File: src/rtl/mem_loader_pkg.sv
// Shared types and default widths for the memory-image loader, its RAM and
// the memory-override bench interface.
package mem_loader_pkg;

    localparam int DEFAULT_REG_WIDTH  = 8;
    localparam int DEFAULT_ADDR_WIDTH = 16;

    typedef enum logic [2:0] {
        IDLE,
        WRITE,
        VERIFY,
        DRAIN,
        DONE
    } loader_state_e;

endpackage

File: src/rtl/mem_loader_if.sv
// Byte stream and RAM bus seen by the loader: master is the loader side,
// slave is the stream source plus RAM.
interface mem_loader_if
    import mem_loader_pkg::*;
#(
    parameter int REG_WIDTH  = DEFAULT_REG_WIDTH,
    parameter int ADDR_WIDTH = DEFAULT_ADDR_WIDTH
);

    logic                  s_valid;
    logic [REG_WIDTH-1:0]  s_data;
    logic                  s_ready;
    logic                  mem_we;
    logic                  mem_re;
    logic [ADDR_WIDTH-1:0] mem_addr;
    logic [REG_WIDTH-1:0]  mem_wdata;
    logic [REG_WIDTH-1:0]  mem_rdata;

    modport master (
        input  s_valid, s_data, mem_rdata,
        output s_ready, mem_we, mem_re, mem_addr, mem_wdata
    );

    modport slave (
        output s_valid, s_data, mem_rdata,
        input  s_ready, mem_we, mem_re, mem_addr, mem_wdata
    );

endinterface

File: src/rtl/mem_loader_byte_sum_acc.sv
// Modulo-2^REG_WIDTH additive byte accumulator with synchronous clear.
module byte_sum_acc
    import mem_loader_pkg::*;
#(
    parameter int REG_WIDTH = DEFAULT_REG_WIDTH
) (
    input  logic                 clk,
    input  logic                 clear,
    input  logic                 en,
    input  logic [REG_WIDTH-1:0] data,
    output logic [REG_WIDTH-1:0] sum
);

    always_ff @(posedge clk) begin
        if (clear) begin
            sum <= '0;
        end else if (en) begin
            sum <= sum + data;
        end
    end

endmodule

File: src/rtl/mem_loader.sv
// Streams a byte image into RAM, reads it back, compares additive checksums
// and releases cpu_hold only after a clean load.
module mem_loader
    import mem_loader_pkg::*;
#(
    parameter int REG_WIDTH  = DEFAULT_REG_WIDTH,
    parameter int ADDR_WIDTH = DEFAULT_ADDR_WIDTH
) (
    input  logic                  clk,
    input  logic                  reset_n,
    input  logic                  start,
    input  logic [ADDR_WIDTH-1:0] base_addr,
    input  logic [ADDR_WIDTH:0]   length,
    mem_loader_if.master          bus,
    output logic                  busy,
    output logic                  done,
    output logic                  error,
    output logic [REG_WIDTH-1:0]  checksum,
    output logic                  cpu_hold
);

    loader_state_e state, state_nxt;

    logic [ADDR_WIDTH-1:0] base_q;
    logic [ADDR_WIDTH:0]   len_q;
    logic [ADDR_WIDTH:0]   wcount;
    logic [ADDR_WIDTH:0]   rcount;
    logic [REG_WIDTH-1:0]  rb_sum;
    logic                  start_acc;
    logic                  xfer;
    logic                  last_wr;
    logic                  last_rd;
    logic                  rd_vld_p1;
    logic                  acc_clear;

    assign start_acc = (state == IDLE) && start;
    assign xfer      = (state == WRITE) && bus.s_valid;
    assign last_wr   = (wcount + (ADDR_WIDTH+1)'(1)) == len_q;
    assign last_rd   = (rcount + (ADDR_WIDTH+1)'(1)) == len_q;
    assign acc_clear = !reset_n || start_acc;

    always_ff @(posedge clk) begin
        if (!reset_n) begin
            state <= IDLE;
        end else begin
            state <= state_nxt;
        end
    end

    always_comb begin
        state_nxt = state;
        case (state)
            IDLE:    if (start) state_nxt = (length == '0) ? DONE : WRITE;
            WRITE:   if (xfer && last_wr) state_nxt = VERIFY;
            VERIFY:  if (last_rd) state_nxt = DRAIN;
            DRAIN:   state_nxt = DONE;
            DONE:    state_nxt = IDLE;
            default: state_nxt = IDLE;
        endcase
    end

    // Strobes are combinational so a write lands in the same cycle as its handshake.
    always_comb begin
        bus.s_ready   = 1'b0;
        bus.mem_we    = 1'b0;
        bus.mem_re    = 1'b0;
        bus.mem_addr  = '0;
        bus.mem_wdata = '0;
        busy          = (state != IDLE);
        done          = (state == DONE);
        case (state)
            WRITE: begin
                bus.s_ready = 1'b1;
                if (bus.s_valid) begin
                    bus.mem_we    = 1'b1;
                    bus.mem_addr  = base_q + wcount[ADDR_WIDTH-1:0];
                    bus.mem_wdata = bus.s_data;
                end
            end
            VERIFY: begin
                bus.mem_re   = 1'b1;
                bus.mem_addr = base_q + rcount[ADDR_WIDTH-1:0];
            end
            default: ;
        endcase
    end

    always_ff @(posedge clk) begin
        if (start_acc) begin
            base_q <= base_addr;
            len_q  <= length;
        end
    end

    always_ff @(posedge clk) begin
        if (!reset_n || start_acc) begin
            wcount <= '0;
            rcount <= '0;
        end else begin
            if (xfer) wcount <= wcount + (ADDR_WIDTH+1)'(1);
            if (state == VERIFY) rcount <= rcount + (ADDR_WIDTH+1)'(1);
        end
    end

    // Read issue -> read data stage: RAM answers one cycle after mem_re.
    always_ff @(posedge clk) begin
        if (!reset_n) begin
            rd_vld_p1 <= 1'b0;
        end else begin
            rd_vld_p1 <= (state == VERIFY);
        end
    end

    always_ff @(posedge clk) begin
        if (!reset_n) begin
            error    <= 1'b0;
            cpu_hold <= 1'b1;
        end else if (start_acc) begin
            error    <= 1'b0;
            cpu_hold <= 1'b1;
        end else if (state == DONE) begin
            if (rb_sum != checksum) begin
                error    <= 1'b1;
                cpu_hold <= 1'b1;
            end else begin
                cpu_hold <= 1'b0;
            end
        end
    end

    byte_sum_acc #(.REG_WIDTH(REG_WIDTH)) u_wr_sum (
        .clk   (clk),
        .clear (acc_clear),
        .en    (xfer),
        .data  (bus.s_data),
        .sum   (checksum)
    );

    byte_sum_acc #(.REG_WIDTH(REG_WIDTH)) u_rb_sum (
        .clk   (clk),
        .clear (acc_clear),
        .en    (rd_vld_p1),
        .data  (bus.mem_rdata),
        .sum   (rb_sum)
    );

endmodule

File: src/flat_wrapper.sv
// flat-port wrapper written by rule: the top's interface ports become plain ports
module mem_loader_flat import mem_loader_pkg::*;
#(
    parameter int REG_WIDTH  = DEFAULT_REG_WIDTH,
    parameter int ADDR_WIDTH = DEFAULT_ADDR_WIDTH
)
  (clk, reset_n, start, base_addr, length, busy, done, error, checksum, cpu_hold, bus_s_valid, bus_s_data, bus_mem_rdata, bus_s_ready, bus_mem_we, bus_mem_re, bus_mem_addr, bus_mem_wdata);
  mem_loader_if #(.REG_WIDTH(REG_WIDTH), .ADDR_WIDTH(ADDR_WIDTH)) bus_i ();
  input  logic clk;
  input  logic reset_n;
  input  logic start;
  input  logic [ADDR_WIDTH-1:0] base_addr;
  input  logic [ADDR_WIDTH:0] length;
  output logic busy;
  output logic done;
  output logic error;
  output logic [REG_WIDTH-1:0] checksum;
  output logic cpu_hold;
  input wire logic [$bits(bus_i.s_valid)-1:0] bus_s_valid;
  input wire logic [$bits(bus_i.s_data)-1:0] bus_s_data;
  input wire logic [$bits(bus_i.mem_rdata)-1:0] bus_mem_rdata;
  output wire logic [$bits(bus_i.s_ready)-1:0] bus_s_ready;
  output wire logic [$bits(bus_i.mem_we)-1:0] bus_mem_we;
  output wire logic [$bits(bus_i.mem_re)-1:0] bus_mem_re;
  output wire logic [$bits(bus_i.mem_addr)-1:0] bus_mem_addr;
  output wire logic [$bits(bus_i.mem_wdata)-1:0] bus_mem_wdata;
  assign bus_i.s_valid = bus_s_valid;
  assign bus_i.s_data = bus_s_data;
  assign bus_i.mem_rdata = bus_mem_rdata;
  assign bus_s_ready = bus_i.s_ready;
  assign bus_mem_we = bus_i.mem_we;
  assign bus_mem_re = bus_i.mem_re;
  assign bus_mem_addr = bus_i.mem_addr;
  assign bus_mem_wdata = bus_i.mem_wdata;
  mem_loader #(.REG_WIDTH(REG_WIDTH), .ADDR_WIDTH(ADDR_WIDTH)) u_core (.clk(clk), .reset_n(reset_n), .start(start), .base_addr(base_addr), .length(length), .bus(bus_i), .busy(busy), .done(done), .error(error), .checksum(checksum), .cpu_hold(cpu_hold));
endmodule
File: config.mk
export PLATFORM = sky130hd
export DESIGN_NAME = mem_loader_flat
export DESIGN_NICKNAME = d
export VERILOG_FILES = /design/src/rtl/mem_loader_pkg.sv /design/src/rtl/mem_loader_if.sv /design/src/rtl/mem_loader_byte_sum_acc.sv /design/src/rtl/mem_loader.sv /design/src/flat_wrapper.sv
export SDC_FILE = /design/constraint.sdc
export NUM_CORES = 1
export LEC_CHECK = 0
export ABC_CLOCK_PERIOD_IN_PS = 7100
export CAP_MARGIN = 15
export CORE_MARGIN = 8
export CORE_UTILIZATION = 45
export DETAILED_ROUTE_END_ITERATION = 8
export DONT_BUFFER_PORTS = 1
export PLACE_DENSITY = 0.66
export SLEW_MARGIN = 20
export SYNTH_ARGS = -nofsm -noshare
export SYNTH_HDL_FRONTEND = slang
export SYNTH_HIERARCHICAL = 1
export SYNTH_SLANG_ARGS = --single-unit
File: constraint.sdc
create_clock -name clk -period 7.1 [get_ports clk]
set_input_delay 0.71 -clock clk [delete_from_list [all_inputs] [get_ports clk]]
set_output_delay 0.71 -clock clk [all_outputs]
set_load 0.02 [all_outputs]
=== Word level (Yosys, flattened, before mapping) ===
Cells that the tools add are included.

* Add/subtract/negate cells: 6
* Eq/ne operators: 10
* Muxes and demuxes: 14
* Bitwise logic cells: 1
* Reductions and logical operators: 11

{| class="wikitable"
|+ Operators with widths
! kind !! number
|-
| 17-bit by 1-bit adder with 17-bit output (second input constant) || 2
|-
| 17-bit == test || 2
|-
| 16-bit adder || 2
|-
| 16-bit case mux with 2 select lines || 1
|-
| 17-bit zero test || 1
|-
| 8-bit adder || 2
|-
| 16-bit 2-to-1 mux || 1
|-
| 8-bit 2-to-1 mux || 2
|-
| 3-bit 2-to-1 mux || 4
|-
| 3-bit case mux with 4 select lines || 1
|-
| 8-bit != test || 1
|-
| 3-bit by 2-bit == test with 1-bit output (second input constant) || 2
|-
| 1-bit 2-to-1 mux || 5
|-
| 2-bit != test (second input constant) || 2
|-
| 3-bit by 1-bit == test with 1-bit output (second input constant) || 1
|-
| 3-bit == test (second input constant) || 1
|-
| 1-bit logical AND || 3
|-
| 3-bit zero test || 1
|-
| 3-bit AND reduction || 1
|-
| 3-bit nonzero test || 1
|-
| 2-bit by 1-bit != test with 1-bit output (second input constant) || 1
|-
| 2-bit AND reduction || 1
|-
| 2-bit OR reduction || 1
|-
| 1-bit zero test || 1
|-
| other kinds (2) || 2
|}

* Register bits after elaboration: 89
* Bits of input ports: 53
* Output and inout bits: 39
* Word-level logic and storage cells: 52

=== Logic depth before layout (Yosys ltp) ===
Gate-level depths: netlist (run 1).

* Depth in word-level cells: 5
* Depth in mapped cells: 11
* Gate-level depth less buffers: 11

=== Hierarchy ===
Netlist (run 1), hierarchy kept.

{| class="wikitable"
|+ By module, submodules not included
! module !! times used !! cells an instance !! area an instance (µm²) !! sequential area each (µm²)
|-
| mem_loader || 1 || 626 || 5387.7 || 1791.7
|-
| byte_sum_acc || 2 || 74 || 618.1 || 160.2
|}

=== Worst setup path after synthesis (run 1) ===
OpenSTA, ideal clock, no wires.

* Path type: in2reg
* From: input port start
* To: register u_core.u_rb_sum.sum[6]
* Arrival time: 3.181 ns
* Data required time: 6.966 ns
* Setup slack: 3.785 ns
* Stages: 7
* Cell sequence: and2_1 -> nand2b_1 -> clkbuf_1 -> buf_1 -> buf_1 -> nor3b_1 -> or4_1

* Longest elaborated chain between the ends: 2

{| class="wikitable"
|+ RTL lines
! item !! RTL line !! RTL
|-
| from (decl) || flat_wrapper.sv:11 || <nowiki>input logic start;</nowiki>
|-
| 1-bit logical AND || mem_loader.sv:36 || <nowiki>assign start_acc = (state == IDLE) && start;</nowiki>
|-
| 1-bit logical OR || mem_loader.sv:40 || <nowiki>assign acc_clear = !reset_n || start_acc;</nowiki>
|-
| named net u_core.acc_clear || mem_loader.sv:34 || <nowiki>logic acc_clear;</nowiki>
|-
| to (signal assigned) || mem_loader_byte_sum_acc.sv:18 || <nowiki>sum <= sum + data;</nowiki>
|-
| to (decl) || mem_loader_byte_sum_acc.sv:11 || <nowiki>output logic [REG_WIDTH-1:0] sum</nowiki>
|}

The timed path passes the listed nets, and every way through them passes these cells.
A chain may end at the register's enable or synchronous reset.

=== Final worst setup path (run 1) ===
* From: register u_core.state[0]
* To: output port bus_mem_addr[7]

* Longest elaborated chain between the ends: 2

{| class="wikitable"
|+ RTL lines
! item !! RTL line !! RTL
|-
| from (decl) || mem_loader.sv:22 || <nowiki>loader_state_e state, state_nxt;</nowiki>
|-
| from (signal assigned) || mem_loader.sv:46 || <nowiki>state <= state_nxt;</nowiki>
|-
| 3-bit by 2-bit == test with 1-bit output / 3-bit by 1-bit == test with 1-bit output (equally long branches) || mem_loader.sv:71 || <nowiki>case (state)</nowiki>
|-
| 16-bit case mux with 2 select lines * || mem_loader.sv:71 ||
|-
| to (decl) || flat_wrapper.sv:25 || <nowiki>output wire logic [$bits(bus_i.mem_addr)-1:0] bus_mem_addr;</nowiki>
|}

Every way passes the cells marked *; elsewhere a longest branch is shown, timed or not.

==> results.cfg, run 1 <==
[clock_tree]
htree_levels = 3
postCtsHoldBufs = 0
clk_latency_ns = 0.36
clk_pin_slew_ns = 0.07
clkSinkCount = 89
clk_path_buf_depth = 2
cts_repair_resize_count = 0
postCtsSetupBuffers = 0
cts_tree = done
cts_buffers = 9
root_buffer = clkbuf_16

[pwr]
pwr-share-clk_pct = 38.9
combPwrFrac_pct = 15.3
sw_frac_of_total_pct = 29.6
power_switching_mw = 0.380
internal-power_mw = 0.906
p_seq_share_pct = 45.8
leakage_nw = 2.64
p_total_mw = 1.29
peakVddDrop_mv = 0.177
powerDensity_nw_per_um2 = 182

[layout]
final_cell_area_sq_um = 7050
drive_above_1_share_pct = 4.72
insertedDiodeCount = 0
stdcell_count = 946
num-nets-final = 860
syn_to_final_growth_pct = 6.50

[hold_path]
hold_class = input pin to flip-flop

[floorplanning]
design.core.area_sq_um = 14500
num_rows = 44
die_x_um = 137
die_h_um = 137
dieArea_sq_um = 18900
initial_core_util_pct = 45.7
io_pins = 92

[worst_setup_path]
r2r_slack_ns = 3.30
worst_path_largest_cell_delay_ns = 0.77
crit_path_top_delay_cell = nor3b_2
worstSetupStartpointType = flip-flop
startpoint = u_core/state[0]$_SDFFE_PN0P_
required_ns = 6.39
crit_fanout = 25
critPathKind = flip-flop to output pin
path_cells = nor3b_2, nand2_1, inv_1, buf_4, a22o_1
r2r_start = u_core/state[0]$_SDFFE_PN0P_
critPathCaptureType = output pin
endpoint = bus_mem_addr[7]
r2r_end = u_core/state[0]$_SDFFE_PN0P_
arrival_ns = 3.34
r2r_cells = 10

[yosys]
synth_area_per_cell_sq_um = 8.56
synth-compound-area-share_pct = 16.2
synth_top_family_by_area = simple AND/OR/NAND/NOR gates
yosys-top-cells-area = dfxtp_1 17%, edfxtp_1 15%, ha_1 8.7%
synth_cells = 774
synth_seq_area_share_pct = 31.9
ys_ff_latch = 89
synth-xor-area-share_pct = 13.8
async_flop_share_pct = 0
synth_ff_type = dfxtp_1
synth_most_common_cell = nand2_1
synth_top_cell_by_area = dfxtp_1
synth-simple-area-share_pct = 23.7
synth_top_cell_area_share_pct = 16.9
synth_cell_types = 63
synthAdderAreaFrac_pct = 9.90
yosysWarnings = 6
synth_edf_count = 33
synthMuxAreaShare_pct = 1.40
yosys-top-cells-count = 65 x nand2_1, 61 x nor2_1, 57 x xnor2_1, 56 x dfxtp_1, 52 x a21oi_1
syn_area_sq_um = 6620
synth_nets = 877

[placed_design]
hpwlAfterDp_mm = 13.8
placedCellCount = 930
detailed_place.area_sq_um = 6750
place_congestion = 0.903
io_buffers = 0
pre_cts_slack_ns = 3.36

[sta]
finalSetupViolations = 0
slew_headroom_pct = 39.9
tightest_slew_ns = 0.898
hold_viol_final = 0
rsz0062_at_grt = no
fin_skew_ns = 0.0100
max_freq_mhz = 247
maxSlewViolCount = 0
fin_crit_ns = 4.05
finalCritPeriodShare_pct = 57.1
setup_tns_ns = 0
setup_ws_ns = 3.05

[routing]
via_per_inst = 6.11
drtIter0Drc = 459
drc = 0
ant_nets = 0
wl_per_cell_um = 19.2
routed_wl_mm = 18.1
drt-pass1-iter-count = 7
vias = 5780

[global_route]
grt_first_pass_wirelength_mm = 28.3
grt.overflow.total = 0
grt_pass1_vias = 5542
grtUsageTotal_pct = 19.2
antenna_found_initial = 1
grt_max_degree = 48

[status]
outcome = finished, final reports clean

[flow_run]
cap_viol_max_count = 0
-- cells by family (layout without fill, tap and decap cells) --
group / count (synthesis) / in the layout
simple gates: 301 / 301
compound gates: 170 / 170
xor+xnor: 104 / 104
flops: 89 / 89
buf+inv: 51 / 39
fa+ha+maj: 50 / 50
mux: 9 / 9
-- per-layer routing --
| layer | track usage [%] | wire (um) | vias to the layer above |
|---|---|---|---|
| met3 | 5.18 | 1410 | 29 |
| met4 | 7.12 | 320 | 2 |
| met5 | 0 | 12 | - |
| met1 | 25.6 | 8430 | 2726 |
| met2 | 29.1 | 7940 | 235 |
| li1 | - | - | 2788 |
-- per-stage QoR --
stage	util, %	hold WS [ns]
after global placement	46.6	0.505
after floorplan	-	0.468
after global routing	48.7	0.419
after CTS	48.7	0.425
after detailed placement	46.6	0.517
final	48.7	0.438
-- how the worst min path moves through the flow --
stage,from,endpoint,slack [ns],depth (start not counted)
detailed placement,u_core/u_rb_sum/sum[7]$_SDFFE_PP0P_,u_core/u_rb_sum/sum[7]$_SDFFE_PP0P_,0.52,2
floorplan,u_core/u_rb_sum/sum[7]$_SDFFE_PP0P_,u_core/u_rb_sum/sum[7]$_SDFFE_PP0P_,0.47,2
finish,length[14],u_core/len_q[14]$_DFFE_PP_,0.44,0
global placement,u_core/u_rb_sum/sum[7]$_SDFFE_PP0P_,u_core/u_rb_sum/sum[7]$_SDFFE_PP0P_,0.51,2
global route,length[10],u_core/len_q[10]$_DFFE_PP_,0.42,0
CTS,length[10],u_core/len_q[10]$_DFFE_PP_,0.42,0
-- cells in the final DEF, fill, tap and decap left out, types with 9 or more instances in the layout --
cell and count:
clkbuf_16 9, nor3_1 28, ha_1 46, a21o_1 10, xnor2_1 57, dfxtp_1 56, nand2_1 65, o22ai_1 15
and3_1 20, nand3_1 23, nand4_1 15, nor4_1 11, a21oi_1 52, xor2_1 47, nor2_1 61, edfxtp_1 33
o21ai_0 36, nand2b_1 13, or3_1 14, inv_1 19, nor2b_1 11
-- worst max-delay path: cells and delay by family, from the launching register on --
kind            cells  cell delay, ns
compound gates      1            0.35
simple gates        2            1.49
flops               1            0.42
buf+inv             2            0.70
-- layout make-up --
class	instances	area, sq um
multi-input cells	634	4310
fillers	1365	7420
well taps	184	230
repair buffers	3	22.5
clock buffers	10	229
flip-flops and latches	89	2110
clock inverters	6	73.8
inverters	20	75.1
-- power by group through the flow --
stage,clock [mW],combinational (mW),sequential [mW]
floorplan,0,0.160,0.587
global placement,0,0.189,0.599
detailed placement,0,0.196,0.600
CTS,0.511,0.196,0.589
global route,0.533,0.217,0.592
finish,0.501,0.197,0.589
-- sequential cells by signal, summed over array words and instances (netlist names) --
| name | flops |
|---|---|
| u_core/error | 1 |
| u_core/rcount | 17 |
| u_core/len_q | 17 |
| u_core/u_rb_sum/sum | 8 |
| u_core/rd_vld_p1 | 1 |
| u_core/base_q | 16 |
| u_core/u_wr_sum/sum | 8 |
| u_core/wcount | 17 |
| u_core/state | 3 |
| u_core/cpu_hold | 1 |
No activity file was read; power rests on OpenSTA's default activity.
==> run 2: changes to the inputs <==
--- a/config.mk
+++ b/config.mk
@@ -5,7 +5,7 @@
 export SDC_FILE = /design/constraint.sdc
 export NUM_CORES = 1
 export LEC_CHECK = 0
-export ABC_CLOCK_PERIOD_IN_PS = 7100
+export ABC_CLOCK_PERIOD_IN_PS = 4100
 export CAP_MARGIN = 15
 export CORE_MARGIN = 8
 export CORE_UTILIZATION = 45
==> constraint.sdc (replaced) <==
create_clock -name clk -period 4.1 [get_ports clk]
set_input_delay 0.41 -clock clk [delete_from_list [all_inputs] [get_ports clk]]
set_output_delay 0.41 -clock clk [all_outputs]
set_load 0.02 [all_outputs]
==> run 2 against run 1 <==
Net effect: register-to-register slack lost 2.1 ns; design area grew 0.89%; via count up 0.26%; hold slack got worse by 0.28 ns; sequential share of layout area fell by 0.26 points; non-clock buffer count grew 8; first-iteration DRC count rose by 1.7%; critical path type unchanged; cell count rose by 0.85%; combinational power up 77%; sequential cell count is the same; clock skew shrank 0.0011 ns.
==> results.cfg, run 2 (synthesis gave the netlist of run 1 again) <==
[floorplanning]
dieArea_sq_um = 18900
design.core.area_sq_um = 14500
die_x_um = 137
num_rows = 44
die_h_um = 137
io_pins = 92
initial_core_util_pct = 45.7

[sta]
setup_tns_ns = 0
max_freq_mhz = 277
setup_ws_ns = 0.494
finalCritPeriodShare_pct = 88.0
tightest_slew_ns = 0.653
fin_crit_ns = 3.61
finalSetupViolations = 0
rsz0062_at_grt = no
slew_headroom_pct = 56.0
maxSlewViolCount = 0
fin_skew_ns = 0.00894
hold_viol_final = 0

[status]
outcome = finished, final reports clean

[global_route]
grt_max_degree = 35
grt_pass1_vias = 5640
grtUsageTotal_pct = 19.0
antenna_found_initial = 0
grt.overflow.total = 0
grt_first_pass_wirelength_mm = 28.4

[placed_design]
io_buffers = 0
hpwlAfterDp_mm = 13.9
placedCellCount = 938
place_congestion = 0.902
pre_cts_slack_ns = 0.870

[layout]
syn_to_final_growth_pct = 7.44
final_common_cell = nand2_1
mostFrequentLayoutCells = 65 x nand2_1, 61 x nor2_1, 57 x xnor2_1, 56 x dfxtp_1, 52 x a21oi_1
reg_top3 = u_core/len_q x17, u_core/rcount x17, u_core/wcount x17
num-nets-final = 868
nFillCells = 1353
stdcell_count = 954
insertedDiodeCount = 0
drive_above_1_share_pct = 5.84

[worst_setup_path]
path_cells = ha_1, fa_1, a21o_1, a211oi_1, o21ai_0, a31oi_1, a21oi_1, a21oi_1, xor2_1, o22ai_1
worstSetupStartpointType = flip-flop
crit_fanout = 3
r2r_cells = 9
r2r_start = u_core/wcount[0]$_SDFFE_PP0P_
path_common_cell = a21oi_1
cp_num_cells = 10
critPathTopFamily = compound AO/OA/AOI/OAI gates
crit_path_top_delay_cell = fa_1
cp_num_buf_inv = 0
arrival_ns = 3.20
worst_path_largest_cell_delay_ns = 0.42
required_ns = 3.69
startpoint = u_core/base_q[0]$_DFFE_PP_
critPathKind = flip-flop to output pin
critPathCaptureType = output pin

[clock_tree]
cts_buffers = 9
postCtsSetupBuffers = 0
postCtsHoldBufs = 0
clk_pin_slew_ns = 0.07
clkSinkCount = 89
clk_path_buf_depth = 2
htree_levels = 3
clk_latency_ns = 0.35
cts_repair_resize_count = 0
root_buffer = clkbuf_16
cts_tree = done

[routing]
via_per_inst = 6.07
ant_nets = 0
routed_wl_mm = 17.9
drc = 0
drtIter0Drc = 467
wl_per_cell_um = 18.8
vias = 5795
drt-pass1-iter-count = 7

[pwr]
peakVddDrop_mv = 0.192
leakage_nw = 2.69
p_total_mw = 2.20
powerDensity_nw_per_um2 = 309

[hold_path]
min_path_cells = 0
worstHoldStart = base_addr[14]
hold_class = input pin to flip-flop

[flow_run]
cap_viol_max_count = 0
==> run 2: cell types whose count changed in the layout (fill, tap and decap cells not counted) <==
cell,before,now
clkbuf_1,1,0
clkinvlp_4,2,0
bufinv_16,1,0
clkbuf_16,9,10
clkbuf_8,0,1
inv_4,0,1
buf_4,3,11
inv_6,1,2
clkinv_4,1,2
inv_8,1,0
==> run 2: final cells by class <==
type | count | area (sq um) | share of cell area, %
multi-input cells | 634 | 4310 | 60.6
flip-flops and latches | 89 | 2110 | 29.7
clock buffers | 11 | 264 | 3.71
well taps | 184 | 230 | 3.23
repair buffers | 11 | 82.6 | 1.16
inverters | 20 | 75.1 | 1.05
clock inverters | 5 | 41.3 | 0.580
==> run 2: metal layers <==
metal  GRT usage, %  share of wire [%]
met5              0                  0
met4           6.58                1.8
met3           5.87                9.6
met2           29.4                 44
met1           24.6                 45
==> run 2: through the flow <==
stage / utilization, % / cell area [sq um] / hold slack, ns
after floorplan: - / 6620 / 0.468
after global placement: 47.0 / 6810 / 0.497
after detailed placement: 47.0 / 6810 / 0.509
after CTS: 49.2 / 7120 / 0.144
after global routing: 49.2 / 7120 / 0.140
final: 49.2 / 7120 / 0.154
==> run 2: power by group <==
| part | switching [mW] | internal (mW) |
|---|---|---|
| sequential | 0.0543 | 0.964 |
| clock | 0.360 | 0.471 |
| combinational | 0.216 | 0.134 |
==> run 2: path summary, 6_finish.rpt <==
| check | slack, ns | to |
|---|---|---|
| worst min register to register | 0.53 | u_core/u_rb_sum/sum[7]$_SDFFE_PP0P_ |
| worst max-delay path | 0.49 | bus_mem_addr[14] |
| worst max register to register | 1.23 | u_core/state[0]$_SDFFE_PN0P_ |
| worst min-delay path | 0.15 | u_core/base_q[14]$_DFFE_PP_ |
==> run 2: worst reg2reg max path, delay by kind of cell, from the launching register on <==
kind	cells	cell delay (ns)
compound gates	4	0.86
flops	1	0.44
simple gates	4	1.11
fa+ha+maj	1	0.36
